--- src/rtl/four_bit_mux_arbiter_pkg.sv ---
// Shared encodings for the two-requester 4-bit channel arbiter.
package four_bit_mux_arbiter_pkg;

  localparam logic [1:0] ST_IDLE  = 2'd0;
  localparam logic [1:0] ST_GNT_A = 2'd1;
  localparam logic [1:0] ST_GNT_B = 2'd2;

  localparam logic SEL_A = 1'b0;
  localparam logic SEL_B = 1'b1;

  typedef enum logic [1:0] {
    ARB_IDLE  = ST_IDLE,
    ARB_GNT_A = ST_GNT_A,
    ARB_GNT_B = ST_GNT_B
  } arb_state_e;

  typedef enum logic {
    REQ_A = 1'b0,
    REQ_B = 1'b1
  } requester_e;

endpackage

--- src/rtl/four_bit_mux_arbiter_mux.sv ---
// 4-bit 2:1 datapath mux shared by the arbiter: S=0 passes A, S=1 passes B.
module four_bit_mux (
  input  logic [3:0] A,
  input  logic [3:0] B,
  input  logic       S,
  output logic [3:0] Y
);

  assign Y = S ? B : A;

endmodule

--- src/rtl/four_bit_mux_arbiter.sv ---
// Round-robin, burst-limited arbiter sharing one 4-bit valid/ready channel between A and B.
// Define ARB_FIXED_PRIORITY_EN to make A win every IDLE tie instead of alternating.
module four_bit_mux_arbiter
  import four_bit_mux_arbiter_pkg::*;
#(
  parameter int MAX_BURST = 4,
  parameter int CNT_W     = 4
) (
  input  logic       clk,
  input  logic       reset,
  input  logic       req_a,
  input  logic [3:0] data_a,
  output logic       ack_a,
  input  logic       req_b,
  input  logic [3:0] data_b,
  output logic       ack_b,
  output logic       out_valid,
  output logic [3:0] out_data,
  input  logic       out_ready,
  output logic       sel,
  output logic       grant_a,
  output logic       grant_b
);

  arb_state_e       state_q, state_d;
  logic             sel_q, sel_d;
  logic [CNT_W-1:0] cnt_q, cnt_d;
  requester_e       last_q, last_d;

  logic             xfer;
  logic [CNT_W-1:0] cnt_inc;
  logic             burst_done;
  logic             tie_pick_a;

  always_ff @(posedge clk or posedge reset) begin
    if (reset) begin
      state_q <= ARB_IDLE;
      sel_q   <= SEL_A;
      cnt_q   <= '0;
      last_q  <= REQ_B;
    end else begin
      state_q <= state_d;
      sel_q   <= sel_d;
      cnt_q   <= cnt_d;
      last_q  <= last_d;
    end
  end

  assign xfer       = out_valid & out_ready;
  assign cnt_inc    = cnt_q + CNT_W'(1);
  assign burst_done = (cnt_inc == CNT_W'(MAX_BURST));

`ifdef ARB_FIXED_PRIORITY_EN
  assign tie_pick_a = 1'b1;
`else
  assign tie_pick_a = (last_q == REQ_B);
`endif

  always_comb begin
    state_d = state_q;
    cnt_d   = cnt_q;
    last_d  = last_q;
    sel_d   = sel_q;
    unique case (state_q)
      ARB_IDLE: begin
        if (req_a && (!req_b || tie_pick_a)) state_d = ARB_GNT_A;
        else if (req_b)                      state_d = ARB_GNT_B;
      end
      ARB_GNT_A: begin
        if (!req_a) begin
          last_d  = REQ_A;
          state_d = req_b ? ARB_GNT_B : ARB_IDLE;
        end else if (xfer) begin
          if (burst_done) begin
            cnt_d = '0;
            if (req_b) begin
              last_d  = REQ_A;
              state_d = ARB_GNT_B;
            end
          end else begin
            cnt_d = cnt_inc;
          end
        end
      end
      ARB_GNT_B: begin
        if (!req_b) begin
          last_d  = REQ_B;
          state_d = req_a ? ARB_GNT_A : ARB_IDLE;
        end else if (xfer) begin
          if (burst_done) begin
            cnt_d = '0;
            if (req_a) begin
              last_d  = REQ_B;
              state_d = ARB_GNT_A;
            end
          end else begin
            cnt_d = cnt_inc;
          end
        end
      end
      default: state_d = ARB_IDLE;
    endcase
    // Any ownership change restarts the burst; sel only moves when a grant is taken.
    if (state_d != state_q) cnt_d = '0;
    if (state_d == ARB_GNT_A) sel_d = SEL_A;
    if (state_d == ARB_GNT_B) sel_d = SEL_B;
  end

  always_comb begin
    grant_a   = (state_q == ARB_GNT_A);
    grant_b   = (state_q == ARB_GNT_B);
    sel       = sel_q;
    out_valid = (grant_a & req_a) | (grant_b & req_b);
    ack_a     = grant_a & req_a & out_ready;
    ack_b     = grant_b & req_b & out_ready;
  end

  four_bit_mux u_mux (
    .A (data_a),
    .B (data_b),
    .S (sel_q),
    .Y (out_data)
  );

endmodule

--- config.mk ---
export PLATFORM = sky130hd
export DESIGN_NAME = four_bit_mux_arbiter
export DESIGN_NICKNAME = d
export VERILOG_FILES = /design/src/rtl/four_bit_mux_arbiter_pkg.sv /design/src/rtl/four_bit_mux_arbiter_mux.sv /design/src/rtl/four_bit_mux_arbiter.sv
export SDC_FILE = /design/constraint.sdc
export NUM_CORES = 1
export LEC_CHECK = 0
export CAP_MARGIN = 40
export CORE_ASPECT_RATIO = 0.8
export CORE_UTILIZATION = 53
export CTS_CLUSTER_SIZE = 10
export DETAILED_ROUTE_END_ITERATION = 8
export PLACE_DENSITY_LB_ADDON = 0.3
export SYNTH_ARGS = -nofsm -noshare
export SYNTH_HDL_FRONTEND = slang
export SYNTH_SLANG_ARGS = --single-unit
--- constraint.sdc ---
create_clock -name clk -period 4.3 [get_ports clk]
set_clock_uncertainty 0.15 [all_clocks]
set_input_delay 0.43 -clock clk [delete_from_list [all_inputs] [get_ports clk]]
set_output_delay 0.43 -clock clk [all_outputs]
set_load 0.01 [all_outputs]
Word-level counts from Yosys, hierarchy flattened
Cells that the tools add are included.

cells by class
  add/subtract/negate cells = 1
  eq/ne operators = 14
  multiplexer cells = 30
  bitwise operators = 6
  reduce and logical (&&, ||, !) cells = 9

operators by type and width
  kind                                                    count
  two-way mux 4 bit                                       6
  two-way mux 2 bit                                       10
  inequality test 3 x 2 -> 1 bit (second input constant)  6
  two-way mux 1 bit                                       11
  case mux 4 bit (2 select lines)                         1
  AND reduction 7 bit                                     1
  inequality test 3 bit (second input constant)           2
  case mux 2 bit (3 select lines)                         1
  AND 1 bit                                               5
  adder 4 x 1 -> 4 bit (second input constant)            1
  == test 2 x 1 -> 1 bit (second input constant)          2
  == test 2 bit (second input constant)                   2
  == test 4 x 3 -> 1 bit (second input constant)          1
  nonzero test 2 bit                                      2
  AND reduction 3 bit                                     1
  nonzero test 3 bit                                      1
  logical NOT 2 bit                                       1
  inequality test 2 bit                                   1
  case mux 1 bit (2 select lines)                         1
  logical AND 1 bit                                       1
  logical NOT 1 bit                                       1
  logical OR 1 bit                                        1
  OR 1 bit                                                1

word-level totals
  register bits after elaboration = 8
  input port bits = 13
  output and inout port bits = 10

Logic depth before layout (Yosys ltp)
  depth after elaboration = 10
  depth in mapped cells = 10

Hierarchy
Synthesis repeated with hierarchy kept, for this count alone.

unflattened totals
  cell total of the unflattened synthesis = 91
  area, all modules = 837.1 sq um

modules (own cells, without submodules)
  module                instances  cells an instance  area each (sq um)
  four_bit_mux_arbiter  1          87                 792.0
  four_bit_mux          1          4                  45.0

Worst setup path after synthesis
Ideal clock, no wire load.

  path type = register -> register
  start point = reg cnt_q[0]
  end point = reg sel_q, in the netlist sel
  arrival = 2313 ps
  slack = 1712 ps
  stages on the path, launching flop included = 9
  path buffers = 0
  path through = dfrtp_1 > ha_1 > and3b_1 > and3_1 > nor2_1 > or3_1 > a31o_2 > ha_1 > mux2_2

between the ends
  longest elaborated chain between the ends = 8

RTL lines
  what                                                     line                                                      RTL
  start, declared                                          four_bit_mux_arbiter.sv:27                                logic [CNT_W-1:0] cnt_q, cnt_d;
  start signal, assigned                                   four_bit_mux_arbiter.sv:44                                cnt_q <= cnt_d;
  adder 4 x 1 -> 4 bit (*)                                 four_bit_mux_arbiter.sv:50                                assign cnt_inc = cnt_q + CNT_W'(1);
  == test 4 x 3 -> 1 bit (*)                               four_bit_mux_arbiter.sv:51                                assign burst_done = (cnt_inc == CNT_W'(MAX_BURST));
  two-way mux 2 bit, on equally long branches              four_bit_mux_arbiter.sv:90, four_bit_mux_arbiter.sv:74
  two-way mux 2 bit, on equally long branches              four_bit_mux_arbiter.sv:89, four_bit_mux_arbiter.sv:73
  two-way mux 2 bit, on equally long branches              four_bit_mux_arbiter.sv:86, four_bit_mux_arbiter.sv:70
  case mux 2 bit (3 select lines) (*)                      four_bit_mux_arbiter.sv:64                                unique case (state_q)
  == test 2 bit or == test 2 x 1 -> 1 bit (tied branches)  four_bit_mux_arbiter.sv:106, four_bit_mux_arbiter.sv:105
  two-way mux 1 bit or nonzero test 2 bit (tied branches)  n/a
  end signal, assigned                                     four_bit_mux_arbiter.sv:43                                sel_q <= sel_d;
  end, declared                                            four_bit_mux_arbiter.sv:26                                logic sel_q, sel_d;

Every way passes the cells marked *; elsewhere a longest branch is shown, timed or not.
A chain may end at the register's enable or synchronous reset.

Worst setup path after layout
Ends and elaborated chain as after synthesis.

==> run metrics <==
post-synthesis register bit count=8; Peak VDD IR=0.358 mV; CTS tree=done; Crit Path Category=reg2reg; Worst-path clk slew=60 ps; detailed-route wire length per cell=15.5 um; clock tree buffer depth=2; Mapped Avg Cell Area=8.76 um2; gr usage total=27.1%; leading register cell type out of synthesis=dfrtp_1; period utilisation layout=65.7%; synth cell count leaders=nand2_1, dfrtp_1, ha_1, mux2_2, nor3_1; # IOs=23; Congestion Overflow GR=0; Achievable Freq=354 MHz; Die W=49.2 um; min Tclk post-route=2830 ps; Starting DRT DRC Count=33; CP startpoint kind=flip-flop; Least-Margin Pin Slew=467 ps; Clock Latency Late Sink=250 ps; via count=962; area delta synth->final=26.3%; setup TNS=0 ps; layout cells sized above 1=15.5%; Initial Util=57.6%; RSZ-0062 raised after global routing=no; status=finished clean; Post-synth EDFFs=0; number of gates resized after CTS=0; IO Port Bufs=22; endpoints failing setup=0; pin count of the biggest net entering global routing=16; TritonRoute pass-1 iters=4; Slowest-stage cell, CP=dfrtp_1; Final #Nets=150; routability congestion estimate=0.945; post-CTS setup buffer count=0; Num Clock Sinks=8; DRC=0; antenna violations before repair=0; slowest stage delay, CP=450 ps; post-synth net total=128; Core Rows=13; most frequent cell after synthesis=nand2_1; Min-Delay Path Class=in2async; # Max-Cap Violations=0; Post-DP Area=0.00117 mm2; sequential cell area fraction in the yosys report=21.3%; Ant. Diodes=0; Yosys cell types=44; Synth Warn #=0; total CTS buffers=3; Die Footprint=0.00196 mm2; die height=39.8 um; post-synthesis async set-or-reset flop share=100%; CP bufs+invs=0; root buf cell=clkbuf_4; Pwr Density=494 mW/mm2; Detailed Place HPWL=1860 um; headroom to the max-slew limit=68.8%; number of global-route vias before repair=855; Critical Path RT=4290 ps; number of hold buffers added after cts=0; core area=0.00164 mm2; crit end category=flip-flop; Critical Path Fanout Max=7; remaining antenna violation count after routing=0; Vias/cell=6.37; Yosys top cell area share=18.5%; Post-Layout Inst Area=0.00119 mm2; largest area contributor in the netlist=dfrtp_1; Final Max Tran Viols=0; CTS H-tree lvls=1; Crit path top cell by count=ha_1; mapped cell area=946 um2; Arrival @ worst endpoint=2820 ps; first-pass GRT wire length=3910 um; top cells by area, synth=dfrtp_1, ha_1, mux2_2; LEAKAGE=0.492 nW; Mapped Cells=108; Top delay family on crit path=simple AND/OR/NAND/NOR gates; Post-Route WL=2340 um; Hold Violations, Final=0; Cell Chain, Critical Path=ha_1 -> and3b_1 -> and3_1 -> nor2_1 -> or3_1 -> a31o_2 -> ha_1 -> mux2_2
==> flip-flops by register name (all words and copies together), names as in the netlist <==
register / flops
cnt_q: 4
state_q: 2
last_q: 1
sel: 1
==> cell usage in the layout, fill, tap and decap left out, drive strengths merged, types with 2 or more instances in the layout <==
cell type and count:
clkdlybuf4s50 22, nand2 10, mux2 7, ha 7, dfrtp 7, nor3 7
a31oi 5, inv 5, nand3 5, a21oi 4, and3 4, clkbuf 4
nand2b 3, o21bai 3, nor2b 3, o21ai 3, a22oi 2, nor2 2
mux2i 2, nor4bb 2, a31o 2
==> stage by stage <==
stage	hold slack, ps	instances	setup slack (ps)	util, %	power, mW
after floorplan	94.9	108	1710	-	0.398
after global placement	473	147	1480	71.1	0.511
after detailed placement	490	147	1420	71.1	0.526
after CTS	260	151	1500	72.7	0.592
after global routing	289	151	1350	72.7	0.635
final	258	151	1470	72.7	0.590
==> final cells by class <==
class,instances,area [um2]
multi-input combinational,90,701
inverter,5,18.8
timing repair buffer,22,220
fill,125,448
clock buffer,4,26.3
sequential,8,201
tap,22,27.5
==> final timing paths <==
path | startpoint | endpoint | slack (ps) | cells after the start
setup / recovery | cnt_q[0]$_DFFE_PP0P_ | sel$_DFFE_PP0P_ | 1470 | 8
max in group asynchronous | reset | last_q$_DFFE_PP1P_ | 3470 | 2
hold / removal | reset | sel$_DFFE_PP0P_ | 260 | 2
min in group clk | last_q$_DFFE_PP1P_ | last_q$_DFFE_PP1P_ | 500 | 1
setup reg to reg | cnt_q[0]$_DFFE_PP0P_ | sel$_DFFE_PP0P_ | 1470 | 8
hold reg to reg | last_q$_DFFE_PP1P_ | last_q$_DFFE_PP1P_ | 500 | 1
==> layer usage <==
| metal | GRT usage, % | up-vias | part of all wire [%] |
|---|---|---|---|
| met4 | 11.0 | 0 | 1.4 |
| li1 | - | 458 | - |
| met1 | 32.7 | 423 | 40 |
| met2 | 50.7 | 77 | 48 |
| met5 | 0 | - | 0 |
| met3 | 2.33 | 4 | 10 |
==> logic make-up (layout without fill, tap and decap cells) <==
logic type	Yosys count	after routing	share of synthesized area, %
AND/OR/NAND/NOR	45	45	29.1
AO/OA/AOI/OAI	28	28	24.3
buffers and inverters	10	31	4.63
multiplexers	9	9	10.5
flip-flops	8	8	21.3
adder cells (fa/ha/maj)	7	7	9.26
XOR/XNOR	1	1	0.926
==> power breakdown <==
part / total (mW) / switching, mW / internal, mW
registers: 0.138 / 0.0390 / 0.0987
logic: 0.391 / 0.199 / 0.193
clock network: 0.0609 / 0.0254 / 0.0355
total: 0.590 / 0.263 / 0.327
Power figures use the tool's default switching activity.
